$ cat config.mk
export PLATFORM = sky130hd
export DESIGN_NAME = iob_iob2wishbone
export DESIGN_NICKNAME = d
export VERILOG_FILES = /design/src/rtl/iob_wb_pkg.sv /design/src/rtl/iob_wb_timeout.sv /design/src/rtl/iob_iob2wishbone.sv
export SDC_FILE = /design/constraint.sdc
export NUM_CORES = 1
export LEC_CHECK = 0
export CAP_MARGIN = 15
export CORE_UTILIZATION = 36
export CTS_CLUSTER_SIZE = 40
export DETAILED_ROUTE_END_ITERATION = 16
export PLACE_DENSITY = 0.75
export SETUP_SLACK_MARGIN = 0.4
export SKIP_LAST_GASP = 1
export SYNTH_ARGS = -nofsm -noshare
export SYNTH_HDL_FRONTEND = slang
export SYNTH_SLANG_ARGS = --single-unit
$ cat constraint.sdc
create_clock -name clk_i -period 5.15 [get_ports clk_i]
set_clock_uncertainty 0.2 [all_clocks]
set_input_delay 0.515 -clock clk_i [delete_from_list [all_inputs] [get_ports clk_i]]
set_output_delay 0.515 -clock clk_i [all_outputs]
set_load 0.02 [all_outputs]
$ cat src/rtl/iob_wb_pkg.sv
// rtl/iob_wb_pkg.sv - shared state encoding and defaults for the IOb/Wishbone bridges
package iob_wb_pkg;

    typedef enum logic [1:0] {
        ST_IDLE = 2'd0,
        ST_BUS  = 2'd1,
        ST_RESP = 2'd2
    } state_t;

    localparam int DEF_ADDR_W         = 32;
    localparam int DEF_DATA_W         = 32;
    localparam int DEF_TIMEOUT_CYCLES = 255;

endpackage

$ cat src/rtl/iob_wb_timeout.sv
// rtl/iob_wb_timeout.sv - loadable up-counter with clear, enable and terminal count
//
// Ports:
//   clk_i, rst_i  clock, synchronous active-high reset
//   cke_i         clock enable; register holds when low (reset still applies)
//   clr_i         clear to zero (highest priority after reset)
//   ld_i/ld_val_i load a value
//   en_i          increment by one
//   tc_o          high while the count equals TC_VAL
module iob_wb_timeout #(
    parameter int             W      = 8,
    parameter logic [W-1:0]   TC_VAL = '1
) (
    input  logic         clk_i,
    input  logic         rst_i,
    input  logic         cke_i,
    input  logic         clr_i,
    input  logic         ld_i,
    input  logic [W-1:0] ld_val_i,
    input  logic         en_i,
    output logic         tc_o
);

    logic [W-1:0] cnt_q;
    logic [W-1:0] cnt_d;

    always_comb begin
        cnt_d = cnt_q;
        if (clr_i) begin
            cnt_d = '0;
        end else if (ld_i) begin
            cnt_d = ld_val_i;
        end else if (en_i) begin
            cnt_d = cnt_q + 1'b1;
        end
    end

    always_ff @(posedge clk_i) begin
        if (rst_i) begin
            cnt_q <= '0;
        end else if (cke_i) begin
            cnt_q <= cnt_d;
        end
    end

    assign tc_o = (cnt_q == TC_VAL);

endmodule

$ cat src/rtl/iob_iob2wishbone.sv
// rtl/iob_iob2wishbone.sv - IOb slave to Wishbone B4 classic master bridge
//
// Ports:
//   clk_i, rst_i, cke_i        clock, synchronous active-high reset, clock enable
//   iob_avalid_i/addr/wdata/wstrb  IOb request (wstrb all zero = read)
//   iob_rvalid_o/rdata_o       IOb read response (one-cycle pulse)
//   iob_ready_o                bridge idle and able to accept a request
//   wb_adr/dat/sel/we/cyc/stb_o registered Wishbone master outputs
//   wb_ack_i/err_i/dat_i       Wishbone slave response
//   err_o, err_clr_i           sticky bus-error/timeout flag and its clear
module iob_iob2wishbone
    import iob_wb_pkg::*;
#(
    parameter int ADDR_W         = DEF_ADDR_W,
    parameter int DATA_W         = DEF_DATA_W,
    parameter int TIMEOUT_CYCLES = DEF_TIMEOUT_CYCLES,
    parameter int TIMEOUT_W      = 8
) (
    input  logic                clk_i,
    input  logic                rst_i,
    input  logic                cke_i,
    input  logic                iob_avalid_i,
    input  logic [ADDR_W-1:0]   iob_addr_i,
    input  logic [DATA_W-1:0]   iob_wdata_i,
    input  logic [DATA_W/8-1:0] iob_wstrb_i,
    output logic                iob_rvalid_o,
    output logic [DATA_W-1:0]   iob_rdata_o,
    output logic                iob_ready_o,
    output logic [ADDR_W-1:0]   wb_adr_o,
    output logic [DATA_W-1:0]   wb_dat_o,
    output logic [DATA_W/8-1:0] wb_sel_o,
    output logic                wb_we_o,
    output logic                wb_cyc_o,
    output logic                wb_stb_o,
    input  logic                wb_ack_i,
    input  logic                wb_err_i,
    input  logic [DATA_W-1:0]   wb_dat_i,
    output logic                err_o,
    input  logic                err_clr_i
);

    localparam int STRB_W = DATA_W / 8;
    localparam logic WDOG_EN = (TIMEOUT_CYCLES != 0);
    // Counter is cleared on accept and reads 0 in the first BUS cycle, so the
    // abort fires at the end of BUS cycle number TIMEOUT_CYCLES.
    localparam logic [TIMEOUT_W-1:0] TC_VAL =
        (TIMEOUT_CYCLES == 0) ? '0 : TIMEOUT_W'(TIMEOUT_CYCLES - 1);

    state_t              state_q, state_d;
    logic [ADDR_W-1:0]   adr_q, adr_d;
    logic [DATA_W-1:0]   dat_q, dat_d;
    logic [STRB_W-1:0]   sel_q, sel_d;
    logic                we_q, we_d;
    logic                cyc_q, cyc_d;
    logic [DATA_W-1:0]   rdata_q, rdata_d;
    logic                err_q, err_d;

    logic                cnt_clr;
    logic                cnt_en;
    logic                cnt_tc;
    logic                wdog_hit;
    logic                set_err;

    iob_wb_timeout #(
        .W      (TIMEOUT_W),
        .TC_VAL (TC_VAL)
    ) u_timeout (
        .clk_i    (clk_i),
        .rst_i    (rst_i),
        .cke_i    (cke_i),
        .clr_i    (cnt_clr),
        .ld_i     (1'b0),
        .ld_val_i ('0),
        .en_i     (cnt_en),
        .tc_o     (cnt_tc)
    );

    assign wdog_hit = WDOG_EN && cnt_tc;

    always_comb begin
        state_d = state_q;
        adr_d   = adr_q;
        dat_d   = dat_q;
        sel_d   = sel_q;
        we_d    = we_q;
        cyc_d   = cyc_q;
        rdata_d = rdata_q;
        cnt_clr = 1'b0;
        cnt_en  = 1'b0;
        set_err = 1'b0;

        unique case (state_q)
            ST_IDLE: begin
                if (iob_avalid_i) begin
                    adr_d   = iob_addr_i;
                    dat_d   = iob_wdata_i;
                    we_d    = |iob_wstrb_i;
                    sel_d   = (|iob_wstrb_i) ? iob_wstrb_i : '1;
                    cyc_d   = 1'b1;
                    cnt_clr = 1'b1;
                    state_d = ST_BUS;
                end
            end
            ST_BUS: begin
                cnt_en = 1'b1;
                // Error (or watchdog) wins over a simultaneous ack.
                if (wb_err_i || wdog_hit) begin
                    cyc_d   = 1'b0;
                    set_err = 1'b1;
                    if (we_q) begin
                        state_d = ST_IDLE;
                    end else begin
                        rdata_d = '0;
                        state_d = ST_RESP;
                    end
                end else if (wb_ack_i) begin
                    cyc_d = 1'b0;
                    if (we_q) begin
                        state_d = ST_IDLE;
                    end else begin
                        rdata_d = wb_dat_i;
                        state_d = ST_RESP;
                    end
                end
            end
            ST_RESP: begin
                state_d = ST_IDLE;
            end
            default: begin
                state_d = ST_IDLE;
                cyc_d   = 1'b0;
            end
        endcase

        if (set_err) begin
            err_d = 1'b1;
        end else if (err_clr_i) begin
            err_d = 1'b0;
        end else begin
            err_d = err_q;
        end
    end

    always_ff @(posedge clk_i) begin
        if (rst_i) begin
            state_q <= ST_IDLE;
            adr_q   <= '0;
            dat_q   <= '0;
            sel_q   <= '0;
            we_q    <= 1'b0;
            cyc_q   <= 1'b0;
            rdata_q <= '0;
            err_q   <= 1'b0;
        end else if (cke_i) begin
            state_q <= state_d;
            adr_q   <= adr_d;
            dat_q   <= dat_d;
            sel_q   <= sel_d;
            we_q    <= we_d;
            cyc_q   <= cyc_d;
            rdata_q <= rdata_d;
            err_q   <= err_d;
        end
    end

    assign iob_ready_o  = (state_q == ST_IDLE);
    assign iob_rvalid_o = (state_q == ST_RESP);
    assign iob_rdata_o  = rdata_q;
    assign wb_adr_o     = adr_q;
    assign wb_dat_o     = dat_q;
    assign wb_sel_o     = sel_q;
    assign wb_we_o      = we_q;
    assign wb_cyc_o     = cyc_q;
    assign wb_stb_o     = cyc_q;
    assign err_o        = err_q;

endmodule

==> key figures, run 1 <==
Outcome
  • Status: complete, no violations

Timing
  • Post-route clock period utilization: 51.9%
  • Fmax: 374 MHz
  • Slew @ Worst Pin: 1.04 ns
  • Post-route minimum period: 2.67 ns
  • Setup violations, final: 0
  • Max-slew violation count: 0
  • Setup_tns: 0 ns
  • Fin. Hold Viols: 0
  • RSZ-0062 raised after global routing: no
  • Relative slew slack: 30.8%

Layout
  • FILL cells: 842
  • Nets: 753
  • Final core utilization: 64.5%
  • N_diodes: 0
  • Most frequent cells in the layout: clkdlybuf4s50_1 (211), nand2_1 (132), dfxtp_1 (113)
  • Ratio of cells with drive above 1 in the final layout: 6.70%
  • Commonest non-fill, non-tap cell in the layout: clkdlybuf4s50_1
  • Area Growth Syn to Fin: 70.7%

Clock tree
  • Clk pin slew, worst setup/hold paths: 0.05 ns
  • Setup Fix Bufs, Post-CTS: 0
  • CTS tree: yes
  • Clk root buf: clkbuf_8
  • CTS Buffer Depth: 2
  • Worst-Skew Late Latency: 0.51 ns
  • CTS buffer count: 17
  • CTS H-tree lvls: 4
  • CTS resizes: 0
  • Post-CTS Hold Buffers: 0
  • Clock sinks: 113

Drt
  • Routed WL per cell: 14.5 microns
  • First-pass DRT Iterations: 4
  • Routed WL: 11.5 mm
  • DRT antenna net count: 0
  • Initial DRC count: 170
  • DR vias: 3846
  • Vias per Instance: 4.85
  • Residual DRC count: 0

Place
  • # port buffers: 212
  • DP HPWL: 7.91 mm
  • Gpl congestion: 0.749

Yosys
  • Net Count, Synth: 551
  • Number of synthesized register bits: 113
  • Mapped Cells: 442
  • Synth Area in Compound Gates: 18.2%
  • Register area share after synthesis: 57.0%
  • Unique masters post-synth: 37
  • Simple logic cell fraction of the synthesized area: 18.5%
  • Syn_area_per_cell: 8.98 sq um
  • Synth Area in XOR/XNOR: 1.32%
  • Synthesized area: 3970 sq um
  • Yosys warning count: 0
  • Largest family of logic cells by synthesized area: simple AND/OR/NAND/NOR gates
  • Synthesized-area fraction occupied by adder cells: 0.631%
  • Post-synthesis mux area share: 0%

Critical path
  • Crit-path cells: clkdlybuf4s50_1, and4bb_2, o41ai_1, nor2_1, nor3_1
  • Crit path max fanout: 50
  • CP Capture Type: flop
  • Arrival @ worst endpoint: 2.83 ns
  • Reg2reg end: wb_sel_o[0]$_SDFFE_PP0P_
  • Setup crit start kind: input port
  • Critical path class: in -> reg
  • R2R setup slack: 2.74 ns
  • Required time worst endpoint: 5.31 ns
  • FF-to-FF path depth: 4
  • Crit Reg-Reg Startpoint: state_q[0]$_SDFFE_PP0P_
  • Crit path max-delay cell type: and4bb_2
  • Max stage delay on crit path: 0.99 ns

Global route
  • First-pass GRT wire length: 18.1 mm
  • GRT Total Usage: 20.6%
  • Congestion Overflow GR: 0
  • Vias in the first global route: 3743
  • Largest net degree at the start of global routing: 79
  • Initial antenna violation count: 0

Die
  • Die width: 107 microns
  • Die area: 11400 sq um
  • Die Ht: 107 microns
  • CORE AREA: 10500 sq um
  • Initial Utilization: 37.8%
  • # IOs: 213
  • Cell Rows: 37

Worst hold path
  • Hold Startpoint: wb_adr_o[7]$_SDFFE_PP0P_
  • Worst min path class: reg -> reg
  • Cells on Worst Hold Path: 2
  • Hold EP: wb_adr_o[7]$_SDFFE_PP0P_

Power and ir drop
  • PD cells: 356 nW/um^2
  • Peak supply drop: 331 uV
  • Lkg Pwr: 2.49 nW
  • Total Power: 2.41 mW

Job
  • Max_cap viols: 0
==> per-stage QoR <==
| stage | std cells | instance area, sq um | worst slack (ns) | hold slack, ns |
|---|---|---|---|---|
| floorplan | 442 | 3970 | 3.17 | 0.279 |
| detailed placement | 760 | 6140 | 1.82 | 0.246 |
| global placement | 760 | 6140 | 1.92 | 0.241 |
| CTS | 792 | 6760 | 2.29 | 0.253 |
| global route | 793 | 6780 | 2.31 | 0.272 |
| finish | 793 | 6780 | 2.48 | 0.251 |
==> area by class of cell <==
type                       instances  area (sq um)  share of cell area [%]
multi-input combinational        294          1560                    23.0
clock buffer                      22           463                    6.83
sequential                       113          2260                    33.4
timing repair buffer             217          2160                    31.9
clock inverter                    10           156                    2.31
inverter                           1          3.75                  0.0554
tap                              136           170                    2.51
==> state kept, by name, summed over array words and instances (netlist names) <==
register,cells
iob_rdata_o,32
wb_adr_o,32
wb_dat_o,32
u_timeout.cnt_q,8
wb_sel_o,4
state_q,2
err_o,1
wb_cyc_o,1
wb_we_o,1
==> cells by family (layout without fill, tap and decap cells) <==
family                     count (synthesis)  in the layout
and+or+nand+nor                          172            172
adders and majority gates                  2              2
xor gates and xnor gates                   6              6
DFF                                      113            113
AOI/OAI and AO/OA                        114            114
buffers and inverters                     35            250
==> power breakdown <==
group	internal (mW)	switching (mW)	leakage (nW)
clock network	0.821	0.394	0.305
logic	0.147	0.127	1.27
registers	0.907	0.0178	0.919
total	1.87	0.539	2.49
==> worst max path at each step <==
stage	startpoint	endpoint	cells past startpoint
detailed placement	cke_i	iob_rdata_o[21]$_SDFFE_PP0P_	5
finish	cke_i	wb_sel_o[0]$_SDFFE_PP0P_	5
CTS	cke_i	iob_rdata_o[24]$_SDFFE_PP0P_	5
floorplan	cke_i	iob_rdata_o[10]$_SDFFE_PP0P_	6
global route	cke_i	wb_sel_o[2]$_SDFFE_PP0P_	5
global placement	cke_i	iob_rdata_o[1]$_SDFFE_PP0P_	5
==> synth_stat cells <==
cell	instances	share of area, %
xor2_1	3	0.66
clkbuf_1	25	2.4
buf_1	1	0.094
and3_1	1	0.16
and4bb_2	1	0.32
nor2_1	21	2.0
inv_1	1	0.094
or4_1	1	0.19
or2b_2	1	0.22
o41ai_1	1	0.22
nand3_1	2	0.25
a311oi_1	2	0.44
or4b_4	1	0.35
buf_6	4	1.1
buf_4	2	0.38
a22o_1	32	7.1
a21oi_1	69	8.7
xnor2_1	3	0.66
nor3_4	1	0.41
ha_1	2	0.63
nor3_1	4	0.50
nand3b_4	1	0.50
nand2_1	132	12
o21ai_0	2	0.25
a211oi_1	3	0.57
or3_1	1	0.16
nand4_1	1	0.16
dfxtp_1	113	57
o22ai_1	1	0.16
nor2b_1	1	0.16
nand2b_1	1	0.16
o31ai_1	1	0.19
a31oi_1	1	0.16
buf_2	2	0.25
nand4bb_1	1	0.28
o2111ai_1	2	0.44
and3b_2	1	0.25
==> critical path, delay by kind of cell <==
| family | cells | cell delay (ns) |
|---|---|---|
| simple gates | 3 | 1.23 |
| buf+inv | 1 | 0.70 |
| compound gates | 1 | 0.36 |
==> metal layers <==
| metal | track usage, % | routed length (microns) |
|---|---|---|
| met1 | 22.6 | 4580 |
| met2 | 33.9 | 5510 |
| met3 | 8.33 | 1160 |
| met4 | 11.4 | 269 |
| met5 | 0 | 0 |
Power figures use the tool's default switching activity.
==> run 2: changes to the inputs <==
CORE_UTILIZATION = 35   (was 36)
PLACE_DENSITY = 0.76   (was 0.75)
clock period = 2.4 ns   (was 5.15 ns; I/O delays follow)
==> key figures, run 2 (same netlist as run 1, synthesis figures left out) <==
Place
  • Area post-placement: 6220 sq um (was 6140 sq um)
  • Gpl congestion: 0.765 (was 0.749)
  • DP HPWL: 8.67 mm (was 7.91 mm)
  • Dpl ws: 0.164 ns (was 1.82 ns)
  • # port buffers: 212 (unchanged)

Power and ir drop
  • Peak supply drop: 609 uV (was 331 uV)
  • Internal power: 3.96 mW (was 1.87 mW)
  • Combinational share of power: 11.9% (was 11.4%)
  • Switch share: 22.1% (was 22.3%)
  • Total Power: 5.09 mW (was 2.41 mW)
  • PD cells: 734 nW/um^2 (was 356 nW/um^2)
  • Clock power share: 49.0% (was 50.3%)
  • Seq pwr share: 39.0% (was 38.3%)
  • Lkg Pwr: 2.57 nW (was 2.49 nW)
  • Sw Pwr: 1.12 mW (was 0.539 mW)

Clock tree
  • CTS buffer count: 17 (unchanged)
  • CTS Buffer Depth: 2 (unchanged)
  • CTS tree: yes (unchanged)
  • Clock sinks: 113 (unchanged)
  • Clk root buf: clkbuf_16 (was clkbuf_8)
  • CTS H-tree lvls: 4 (unchanged)
  • Worst-Skew Late Latency: 0.41 ns (was 0.51 ns)
  • Clk pin slew, worst setup/hold paths: 0.05 ns (about the same)

Timing
  • Final worst setup slack: 0.430 ns (was 2.48 ns)
  • Slew @ Worst Pin: 0.768 ns (was 1.04 ns)
  • RSZ-0062 raised after global routing: no (unchanged)
  • Post-route clock period utilization: 82.1%
  • Setup_tns: 0 ns (unchanged)
  • Max-slew violation count: 0 (unchanged)
  • Fmax: 508 MHz
  • Relative slew slack: 48.1% (was 30.8%)
  • Setup violations, final: 0 (unchanged)
  • Fin. Hold Viols: 0 (unchanged)
  • Hold Slack: 0.178 ns (was 0.251 ns)
  • Post-route minimum period: 1.97 ns

Die
  • Cell Rows: 38 (was 37)
  • Die Ht: 108 microns (was 107 microns)
  • CORE AREA: 10900 sq um (was 10500 sq um)
  • Initial Utilization: 36.3% (was 37.8%)
  • Die area: 11800 sq um (was 11400 sq um)
  • Die width: 108 microns (was 107 microns)
  • # IOs: 213 (unchanged)

Job
  • Max_cap viols: 0 (unchanged)

Critical path
  • Critical path class: in -> reg (unchanged)
  • CP Capture Type: flop (unchanged)
  • Setup crit start kind: input port (unchanged)
  • R2R setup slack: 0.47 ns (was 2.74 ns)
  • Arrival @ worst endpoint: 2.12 ns (was 2.83 ns)
  • FF-to-FF path depth: 6 (was 4)
  • Crit path max fanout: 8 (was 50)
  • Crit path from: rst_i (was cke_i)
  • Reg2reg end: iob_rdata_o[14]$_SDFFE_PP0P_ (was wb_sel_o[0]$_SDFFE_PP0P_)
  • Crit Reg-Reg Startpoint: state_q[1]$_SDFFE_PP0P_ (was state_q[0]$_SDFFE_PP0P_)
  • Required time worst endpoint: 2.55 ns (was 5.31 ns)

Layout
  • FILL cells: 934 (was 842)
  • Commonest non-fill, non-tap cell in the layout: clkdlybuf4s50_1 (unchanged)
  • Most frequent cells in the layout: clkdlybuf4s50_1 (209), nand2_1 (132), dfxtp_1 (111) (was clkdlybuf4s50_1 (211), nand2_1 (132), dfxtp_1 (113))
  • Fin area: 6930 sq um (was 6780 sq um)
  • N_diodes: 0 (unchanged)
  • Area Growth Syn to Fin: 74.7% (was 70.7%)
  • Nets: 766 (was 753)
  • Ratio of cells with drive above 1 in the final layout: 8.36% (was 6.70%)

Global route
  • GRT met2 Usage: 35.8% (was 33.9%)
  • Vias in the first global route: 3867 (was 3743)
  • Top Usage Layer GRT: met2 (unchanged)
  • GRT Total Usage: 21.1% (was 20.6%)
  • Congestion Overflow GR: 0 (unchanged)
  • Met3 Use GR: 9.28% (was 8.33%)
  • Largest net degree at the start of global routing: 57 (was 79)
  • Global-route met1 utilization: 22.6% (about the same)
  • First-pass GRT wire length: 18.8 mm (was 18.1 mm)
  • Initial antenna violation count: 0 (unchanged)

Drt
  • DR vias: 3993 (was 3846)
  • Routed WL: 12.5 mm (was 11.5 mm)
  • Routed WL per cell: 15.4 microns (was 14.5 microns)
  • Initial DRC count: 234 (was 170)
  • Vias per Instance: 4.93 (was 4.85)
  • Residual DRC count: 0 (unchanged)
  • First-pass DRT Iterations: 4 (unchanged)
  • DRT antenna net count: 0 (unchanged)

Worst hold path
  • Cells on Worst Hold Path: 3 (was 2)
  • Worst min path class: in -> reg (was reg -> reg)
  • Hold Startpoint: iob_wdata_i[17] (was wb_adr_o[7]$_SDFFE_PP0P_)
  • Hold EP: wb_dat_o[17]$_SDFFE_PP0P_ (was wb_adr_o[7]$_SDFFE_PP0P_)

Outcome
  • Status: complete, no violations (unchanged)
-- run 2: per-stage QoR --
step / util [%] / instances
after floorplan: - / 442
final: 63.4 / 810
after global routing: 63.4 / 810
after CTS: 62.5 / 804
after global placement: 56.9 / 771
after detailed placement: 56.9 / 771
-- run 2: final cells by class --
cell class	count	area [sq um]	area share (%)
clock inverters	4	70.1	1.01
well taps	140	175	2.53
multi-input cells	294	1570	22.6
clock buffers	28	527	7.60
flip-flops and latches	113	2260	32.7
inverters	1	3.75	0.0541
repair buffers	230	2330	33.6
-- run 2: critical path, stage by stage --
cell           delay (ns)
dlygate4sd3_1        0.54
buf_2                0.16
or4b_4               0.53
nor3_4               0.22
buf_12               0.15
clkbuf_16            0.15
a22o_1               0.12
-- run 2: repair_timing --
| item | 4_1_cts | 5_1_grt |
|---|---|---|
| hold endpoints to repair | 1 | 0 |
| pin swaps | 0 | 1 |
| gates resized for setup | 4 | 2 |
| cloned | 0 | 3 |
| setup buffers | 0 | 3 |
| setup endpoints to repair | 34 | 32 |
| hold buffers | 1 | 0 |
-- run 2: routing by layer --
metal	vias up	wire length (microns)
met5	-	0
met4	0	206
met3	18	1170
met2	161	6150
met1	1882	4930
li1	1932	-
-- run 2: power groups by stage --
stage          logic (mW)  clock network (mW)  registers [mW]
2_1_floorplan       0.166                   0            2.10
3_3_place_gp        0.594                   0            2.02
3_5_place_dp        0.604                   0            2.02
4_1_cts             0.608                2.56            1.99
5_1_grt             0.653                2.63            1.99
6_report            0.608                2.49            1.99
-- run 2: worst max-delay path by stage --
stage	end	slack (ns)	cells past startpoint
after floorplan	iob_rdata_o[10]$_SDFFE_PP0P_	0.57	7
after detailed placement	iob_rdata_o[14]$_SDFFE_PP0P_	0.16	6
final	iob_rdata_o[14]$_SDFFE_PP0P_	0.43	7
after CTS	wb_we_o	0.45	1
after global placement	iob_rdata_o[18]$_SDFFE_PP0P_	0.23	6
after global routing	iob_rdata_o[5]$_SDFFE_PP0P_	0.40	7
